<file path="src/rtl/conv_pkg.sv">
// Shared types and width helpers for the bit-to-byte conversion blocks.
// Latency: none (types and constant functions only).
// Backpressure: not applicable.
package conv_pkg;

  // One octet of a packed output beat.
  typedef logic [7:0] byte_t;

  // Number of bytes needed to hold n bits (round up).
  function automatic int ceil_div8(input int n);
    return (n + 7) / 8;
  endfunction

  // Width of a counter that must represent 0..n inclusive.
  function automatic int clog2p1(input int n);
    return $clog2(n + 1);
  endfunction

endpackage

</file>
<file path="src/rtl/bits2bytes.sv">
// Combinational slicer: flat bit vector into little-endian byte lanes.
// Latency: 0 cycles, pure wiring.
// Backpressure: none; no handshake, output follows input.
module bits2bytes
  import conv_pkg::*;
#(
  parameter int N_BYTES = 4
) (
  input  logic [N_BYTES*8-1:0] bits_i,
  output byte_t [N_BYTES-1:0]  bytes_o
);

  // Byte i carries bits [i*8 +: 8]; bit 0 of the vector lands in bit 0 of byte 0.
  for (genvar i = 0; i < N_BYTES; i++) begin : g_byte
    assign bytes_o[i] = bits_i[i*8 +: 8];
  end

endmodule

</file>
<file path="src/rtl/stream_bits2bytes_packer.sv">
// Packs D_WIDTH-bit symbols little-endian into OUT_BYTES-wide beats; last flushes a zero-padded partial beat.
// Latency: a beat is presented the cycle after the symbol completing it is accepted.
// Backpressure: in_ready depends on registered state only; out_ready stall holds the beat stable.
module stream_bits2bytes_packer
  import conv_pkg::*;
#(
  parameter int D_WIDTH   = 12,
  parameter int OUT_BYTES = 4
) (
  input  logic                                 clk_i,
  input  logic                                 rst_i,
  input  logic                                 in_valid_i,
  output logic                                 in_ready_o,
  input  logic [D_WIDTH-1:0]                   in_data_i,
  input  logic                                 in_last_i,
  output logic                                 out_valid_o,
  input  logic                                 out_ready_i,
  output logic [OUT_BYTES-1:0][7:0]            out_bytes_o,
  output logic [clog2p1(OUT_BYTES)-1:0]        out_nbytes_o,
  output logic                                 out_last_o
);

  localparam int OUT_W = OUT_BYTES * 8;
  localparam int ACC_W = OUT_W + D_WIDTH;
  localparam int CNT_W = $clog2(ACC_W + 1);
  localparam int NB_W  = clog2p1(OUT_BYTES);

  localparam logic [CNT_W-1:0] OUT_W_C = CNT_W'(OUT_W);
  localparam logic [CNT_W-1:0] D_W_C   = CNT_W'(D_WIDTH);

  // Accumulator holds valid bits in [cnt-1:0]; everything above cnt is kept at zero
  // so the final partial beat is zero padded without any masking.
  logic [ACC_W-1:0] acc_q, acc_d;
  logic [CNT_W-1:0] cnt_q, cnt_d;
  logic             flush_pend_q, flush_pend_d;

  logic             in_fire;
  logic             out_fire;
  logic [ACC_W-1:0] acc_emit;
  logic [CNT_W-1:0] cnt_emit;

  // Handshake-facing flags, all decoded from registered state.
  always_comb begin
    in_ready_o  = !flush_pend_q && (cnt_q <= OUT_W_C);
    out_valid_o = (cnt_q >= OUT_W_C) || (flush_pend_q && (cnt_q != '0));
    out_last_o  = flush_pend_q && (cnt_q <= OUT_W_C) && out_valid_o;
    if (out_last_o) begin
      out_nbytes_o = NB_W'(ceil_div8(int'(cnt_q)));
    end else if (out_valid_o) begin
      out_nbytes_o = NB_W'(OUT_BYTES);
    end else begin
      out_nbytes_o = '0;
    end
  end

  assign in_fire  = in_valid_i && in_ready_o;
  assign out_fire = out_valid_o && out_ready_i;

  // Next state: drain one beat first, then append the incoming symbol above what remains.
  always_comb begin
    acc_emit     = acc_q;
    cnt_emit     = cnt_q;
    acc_d        = acc_q;
    cnt_d        = cnt_q;
    flush_pend_d = flush_pend_q;

    if (out_fire) begin
      acc_emit = acc_q >> OUT_W;
      cnt_emit = (cnt_q >= OUT_W_C) ? (cnt_q - OUT_W_C) : '0;
      // The last beat of a stream retires the pending flush.
      if (out_last_o) begin
        flush_pend_d = 1'b0;
      end
    end

    acc_d = acc_emit;
    cnt_d = cnt_emit;

    // in_ready guarantees cnt_emit <= OUT_W here, so the symbol always fits.
    if (in_fire) begin
      acc_d = acc_emit | (ACC_W'(in_data_i) << cnt_emit);
      cnt_d = cnt_emit + D_W_C;
      if (in_last_i) begin
        flush_pend_d = 1'b1;
      end
    end
  end

  // State registers with asynchronous clear.
  always_ff @(posedge clk_i or posedge rst_i) begin
    if (rst_i) begin
      acc_q        <= '0;
      cnt_q        <= '0;
      flush_pend_q <= 1'b0;
    end else begin
      acc_q        <= acc_d;
      cnt_q        <= cnt_d;
      flush_pend_q <= flush_pend_d;
    end
  end

  // The beat is always the low OUT_W bits of the accumulator.
  bits2bytes #(
    .N_BYTES (OUT_BYTES)
  ) u_bits2bytes (
    .bits_i  (acc_q[OUT_W-1:0]),
    .bytes_o (out_bytes_o)
  );

endmodule
</file>
<file path="config.mk">
export PLATFORM = sky130hd
export DESIGN_NAME = stream_bits2bytes_packer
export DESIGN_NICKNAME = d
export VERILOG_FILES = /design/src/rtl/conv_pkg.sv /design/src/rtl/bits2bytes.sv /design/src/rtl/stream_bits2bytes_packer.sv
export SDC_FILE = /design/constraint.sdc
export NUM_CORES = 1
export LEC_CHECK = 0
export ABC_AREA = 1
export BUFFER_PORTS_ARGS = -buffer_cell sky130_fd_sc_hd__buf_2
export CAP_MARGIN = 20
export CORE_MARGIN = 4
export CORE_UTILIZATION = 30
export DETAILED_ROUTE_END_ITERATION = 8
export GPL_TIMING_DRIVEN = 0
export HOLD_SLACK_MARGIN = 0.08
export SKIP_CTS_REPAIR_TIMING = 1
export SLEW_MARGIN = 15
export SYNTH_ARGS = -nofsm -noshare
export SYNTH_HDL_FRONTEND = slang
export SYNTH_SLANG_ARGS = --single-unit
</file>
<file path="constraint.sdc">
create_clock -name clk_i -period 4.3 [get_ports clk_i]
set_input_delay 0.43 -clock clk_i [delete_from_list [all_inputs] [get_ports clk_i]]
set_output_delay 0.43 -clock clk_i [all_outputs]
set_load 0.02 [all_outputs]
</file>
==> results of run 1 <==
## layout make-up
class,instances,area [sq um]
multi-input combinational,333,1600
sequential,51,1280
tap,140,175
buffer,53,372
clock inverter,1,30.0
inverter,22,82.6
clock buffer,6,72.6
fill,1219,6950
timing repair buffer,55,290
## cell families (layout without fill, tap and decap cells)
logic type	count (synthesis)	after routing	synth area share [%]
buf+inv	75	137	13.7
compound gates	44	44	8.61
flops	51	51	38.4
simple gates	286	286	38.5
fa+ha+maj	1	1	0.376
xor+xnor	2	2	0.527
## cells in the mapped netlist
cell | number | area (sq um)
a21oi_4 | 1 | 16.3
buf_2 | 9 | 45.0
a21oi_2 | 1 | 8.76
buf_1 | 2 | 7.51
nor3_1 | 1 | 5.00
nand3_1 | 93 | 465
nand2_2 | 7 | 43.8
nand2_1 | 150 | 563
a21oi_1 | 1 | 5.00
nor2_2 | 5 | 31.3
nor2_1 | 23 | 86.3
a31o_1 | 1 | 8.76
inv_2 | 7 | 26.3
a22oi_1 | 1 | 7.51
o21ai_1 | 10 | 50.1
o221ai_1 | 1 | 8.76
o22ai_1 | 3 | 18.8
o211ai_1 | 12 | 90.1
a211oi_1 | 1 | 7.51
xnor2_1 | 1 | 8.76
nand4_4 | 1 | 21.3
buf_4 | 35 | 263
nor2_4 | 1 | 11.3
ha_1 | 1 | 12.5
xor2_1 | 1 | 8.76
nor3_2 | 1 | 10.0
clkbuf_1 | 3 | 11.3
nand3_2 | 2 | 20.0
nand2_4 | 2 | 22.5
inv_1 | 15 | 56.3
o21bai_1 | 2 | 15.0
o21ai_0 | 10 | 50.1
dfrtp_1 | 51 | 1280
buf_6 | 4 | 45.0
## power by group
part / internal [mW] / switching, mW
clock: 0.171 / 0.152
sequential: 0.690 / 0.131
combinational: 0.641 / 1.09
total: 1.50 / 1.37
## registers in the layout (all words and copies together) (netlist names)
register,count
acc_q,44
cnt_q,6
flush_pend_q,1
## final timing paths
path	startpoint	to	slack [ns]	depth (start not counted)
min in group clk_i	in_last_i	flush_pend_q	0.33	3
min	rst_i	acc_q[42]	0.15	2
min reg2reg	acc_q[40]	acc_q[40]	0.48	2
max reg2reg	cnt_q[4]	cnt_q[3]	2.05	7
max in group asynchronous	rst_i	acc_q[19]	3.63	3
max	cnt_q[4]	cnt_q[3]	2.05	7
## stage by stage
stage	total power [mW]	worst slack (ns)	util [%]	instances
after floorplan	2.08	2.43	-	459
after global placement	2.55	2.00	34.8	653
after detailed placement	2.57	2.12	35.0	654
after CTS	2.90	2.10	35.9	661
after global routing	3.12	1.90	35.9	661
final	2.87	2.05	35.9	661
## layer usage
metal | global-route usage [%] | wire (um) | up-vias
met5 | 0 | 0 | -
met4 | 3.29 | 139 | 0
met3 | 2.30 | 364 | 15
met2 | 25.3 | 4500 | 71
met1 | 22.1 | 4880 | 1461
li1 | - | - | 1596
==> results.toml, run 1 <==
[sta]
final_max_slew_viol_count = 0
period_share_pct = 52.4
tightestPinTransition_ns = 0.643
rsz0062_at_grt = "false"
final_hold_viol_count = 0
skew_ns = 0.00591
slew_headroom_pct = 57.2
setup_tns_ns = 0
hold_ws_ns = 0.147
min_period_ns = 2.25
setup_viol = 0
fmax_mhz = 444

[clocking]
clock_path_buffers = 2
cts.sinks = 51
clock_latency_ns = 0.30
htreeDepth = 2
cts_root_buf = "clkbuf_8"
path_clk_slew_ns = 0.09
cts_buffers = 5
cts_tree = "yes"

[route]
vias_per_cell = 4.75
drt_iter0_drc = 147
wl_mm = 9.88
detail_route.wl_per_cell_um = 14.9
drtPass1Iterations = 5
drc = 0
vias = 3143
antenna_left = 0

[logic_synthesis]
synth_cell_types = 34
yosysSeqAreaShare_pct = 38.4
netlist_instances = 459
ys_ff_latch = 51
syn_avg_cell_area_sq_um = 7.25
syn-cell-area_sq_mm = 0.00333
syn-num-nets = 477
synth_warnings = 0

[floorplan]
rows = 38
pin_count = 55
core_sq_mm = 0.0108
initial_core_util_pct = 30.7
die_area_sq_mm = 0.0128
die_width_um = 113
die_y_um = 113

[setup_path]
crit_fanout = 10
path_class = "reg -> reg"
required_ns = 4.52
crit_path_start_kind = "flip-flop"
critical-path-max-stage-delay_ns = 0.53
cp_slowest_cell = "buf_1"
crit_path_end_kind = "flip-flop"
arrival_ns = 2.48
path_cells = "inv_1 -> nand3_2 -> nand4_4 -> nand2_2 -> buf_1 -> ha_1 -> o21ai_0"
path_buf_inv = 2
crit_family = "buffers and inverters"

[layout]
syn2layout_area_growth_pct = 17.1
layout_commonest_cell = "nand2_1"
drive_gt1_share_pct = 26.5
antenna_cells_inserted = 0
final_area_sq_mm = 0.00389
most-common-layout-cells = "nand2_1, nand3_1, buf_2, dfrtp_1, buf_4"
final_nets = 539

[outcome]
status = "finished, final reports clean"

[placed_design]
dp_hpwl_mm = 7.84
portBuffers = 54
place.gp.congestion = 0.887
placed_cell_area_sq_mm = 0.00379

[global_routing]
grt_max_degree = 31
overflow = 0
grt_usage_pct = 15.6
grt_pass1_wl_mm = 16.1
grt_antenna_before_repair = 0
grt_pass1_vias = 3153

[pwr]
leakagePower_nw = 2.07
ir_drop_mv = 0.220
power.density_mw_per_mm2 = 738

[hold_path]
hold_class = "in -> async"

[run]
max_cap_viol_count = 0
Note: power is estimated with default switching activity, not from simulation.
==> inputs of run 2 (changes only) <==
Clock period 4.3 ns to 2 ns, I/O delays scaled along.
==> results.toml, run 2 (synthesis gave the netlist of run 1 again) <==
[hold_path]
hold_class = "in -> reg"
hold_start = "in_last_i"

[run]
max_cap_viol_count = 0

[setup_path]
path_buf_inv = 2
cp_slowest_cell = "dfrtp_1"
r2r-start = "cnt_q[3]"
crit_path_start_kind = "flip-flop"
path_class = "reg -> reg"
critical-path-max-stage-delay_ns = 0.38
path_cells = "buf_6 -> nor2_4 -> nand3_4 -> nand4_4 -> nand2_4 -> buf_8 -> nand2_1 -> nand2_2 -> nand2_1 -> nand2_2 -> nand2_1 -> nand2_1 -> nand3_1 -> o211ai_1"
required_ns = 2.18
crit_fanout = 8
crit_top_cell = "nand2_1"
cp-startpoint = "cnt_q[3]"
crit_path_end_kind = "flip-flop"
crit_family = "simple AND/OR/NAND/NOR gates"
arrival_ns = 2.16

[floorplan]
initial_core_util_pct = 30.7
die_area_sq_mm = 0.0128
pin_count = 55
die_width_um = 113
core_sq_mm = 0.0108
die_y_um = 113
rows = 38

[sta]
final_hold_viol_count = 0
tightestPinTransition_ns = 0.565
skew_ns = 0.00742
setup_ws_ns = 0.0121
setup_viol = 0
final_max_slew_viol_count = 0
rsz0062_at_grt = "true"
min_period_ns = 1.99
fmax_mhz = 503
slew_headroom_pct = 61.9
period_share_pct = 99.4

[route]
drt_iter0_drc = 167
vias_per_cell = 4.77
drc = 0
drtPass1Iterations = 4
antenna_left = 0
wl_mm = 10.1
detail_route.wl_per_cell_um = 14.9
vias = 3218

[clocking]
clock_latency_ns = 0.30
htreeDepth = 2
path_clk_slew_ns = 0.09
clock_path_buffers = 2
cts_root_buf = "clkbuf_8"
cts_buffers = 5
cts.sinks = 51
cts_tree = "yes"

[layout]
syn2layout_area_growth_pct = 32.0
fillers = 1177
layout_commonest_cell = "nand2_1"
antenna_cells_inserted = 0
multiInputGateArea_sq_mm = 0.00189
final_nets = 553
largest_registers = "acc_q (44), cnt_q (6), flush_pend_q (1)"
drive_gt1_share_pct = 40.9
final_area_sq_mm = 0.00439
fin_util_pct = 40.5
largest-register = "acc_q"
regArea_sq_mm = 0.00128
most-common-layout-cells = "nand2_1, nand3_1, buf_2, dfrtp_1, buf_4"
largest_reg_flops = 44

[placed_design]
place.gp.congestion = 0.887
post-place-ws_ns = -0.177
placed_cell_area_sq_mm = 0.00379
dp_hpwl_mm = 7.84
portBuffers = 54

[global_routing]
grt_antenna_before_repair = 0
grt_usage_pct = 15.6
overflow = 0
grt_pass1_vias = 3153
grt_max_degree = 31
grt_pass1_wl_mm = 16.1

[outcome]
status = "finished, final reports clean"

[pwr]
power.density_mw_per_mm2 = 1510
leakagePower_nw = 2.24
ir_drop_mv = 0.471
power.total_mw = 6.65
==> run 2: cell types whose count changed in the layout (fill, tap and decap cells not counted), moves of 11 or more <==
cell,previous run,this run
buf_4,35,46
nand2_1,150,131
nand2_2,7,21
nand3_1,93,64
nand3_2,2,28
==> run 2: final timing paths <==
check | endpoint | slack [ns] | depth (start not counted)
setup / recovery | acc_q[19] | 0.01 | 14
hold reg to reg | acc_q[40] | 0.48 | 2
max in group asynchronous | cnt_q[4] | 1.00 | 4
hold / removal | flush_pend_q | 0.1 | 3
min in group asynchronous | acc_q[42] | 0.47 | 3
setup reg to reg | acc_q[19] | 0.01 | 14
==> run 2: where the power goes <==
part | switching [mW] | leakage (nW) | internal, mW
registers | 0.284 | 0.655 | 1.49
logic | 2.55 | 1.54 | 1.63
clock network | 0.332 | 0.0513 | 0.367
total | 3.17 | 2.24 | 3.48
==> run 2: layout make-up <==
type                            count  share of cell area, %
Buffer                             53                   9.52
Clock buffer                        6                   1.65
Clock inverter                      1                  0.684
Inverter                           22                   2.37
Multi-Input combinational cell    333                   43.1
Sequential cell                    51                   29.2
Tap cell                          140                   3.99
Timing Repair Buffer               68                   9.38
Timing Repair inverter              1                  0.171
==> run 2: metrics by stage <==
| stage | std cells | hold WS [ns] | TNS [ns] |
|---|---|---|---|
| 2_1_floorplan | 459 | 0.317 | 0 |
| 3_3_place_gp | 653 | 0.407 | -5.83 |
| 3_5_place_dp | 654 | 0.257 | -3.35 |
| 4_1_cts | 661 | -0.0713 | -4.35 |
| 5_1_grt | 675 | 0.121 | -1.77 |
| 6_report | 675 | 0.0972 | 0 |
==> run 2: routing by layer <==
metal | part of all wire (%) | global-route usage [%]
met5 | 0 | 0
met4 | 0.94 | 3.29
met3 | 3.9 | 2.30
met2 | 47 | 25.3
met1 | 48 | 22.1
==> run 2: worst reg2reg max path, cell delays in order (launching register included) <==
cell and delay [ns]:
dfrtp_1 0.38, buf_6 0.13, nor2_4 0.11, nand3_4 0.11, nand4_4 0.17, nand2_4 0.12, buf_8 0.15, nand2_1 0.06
nand2_2 0.07, nand2_1 0.07, nand2_2 0.08, nand2_1 0.09, nand2_1 0.11, nand3_1 0.11, o211ai_1 0.10
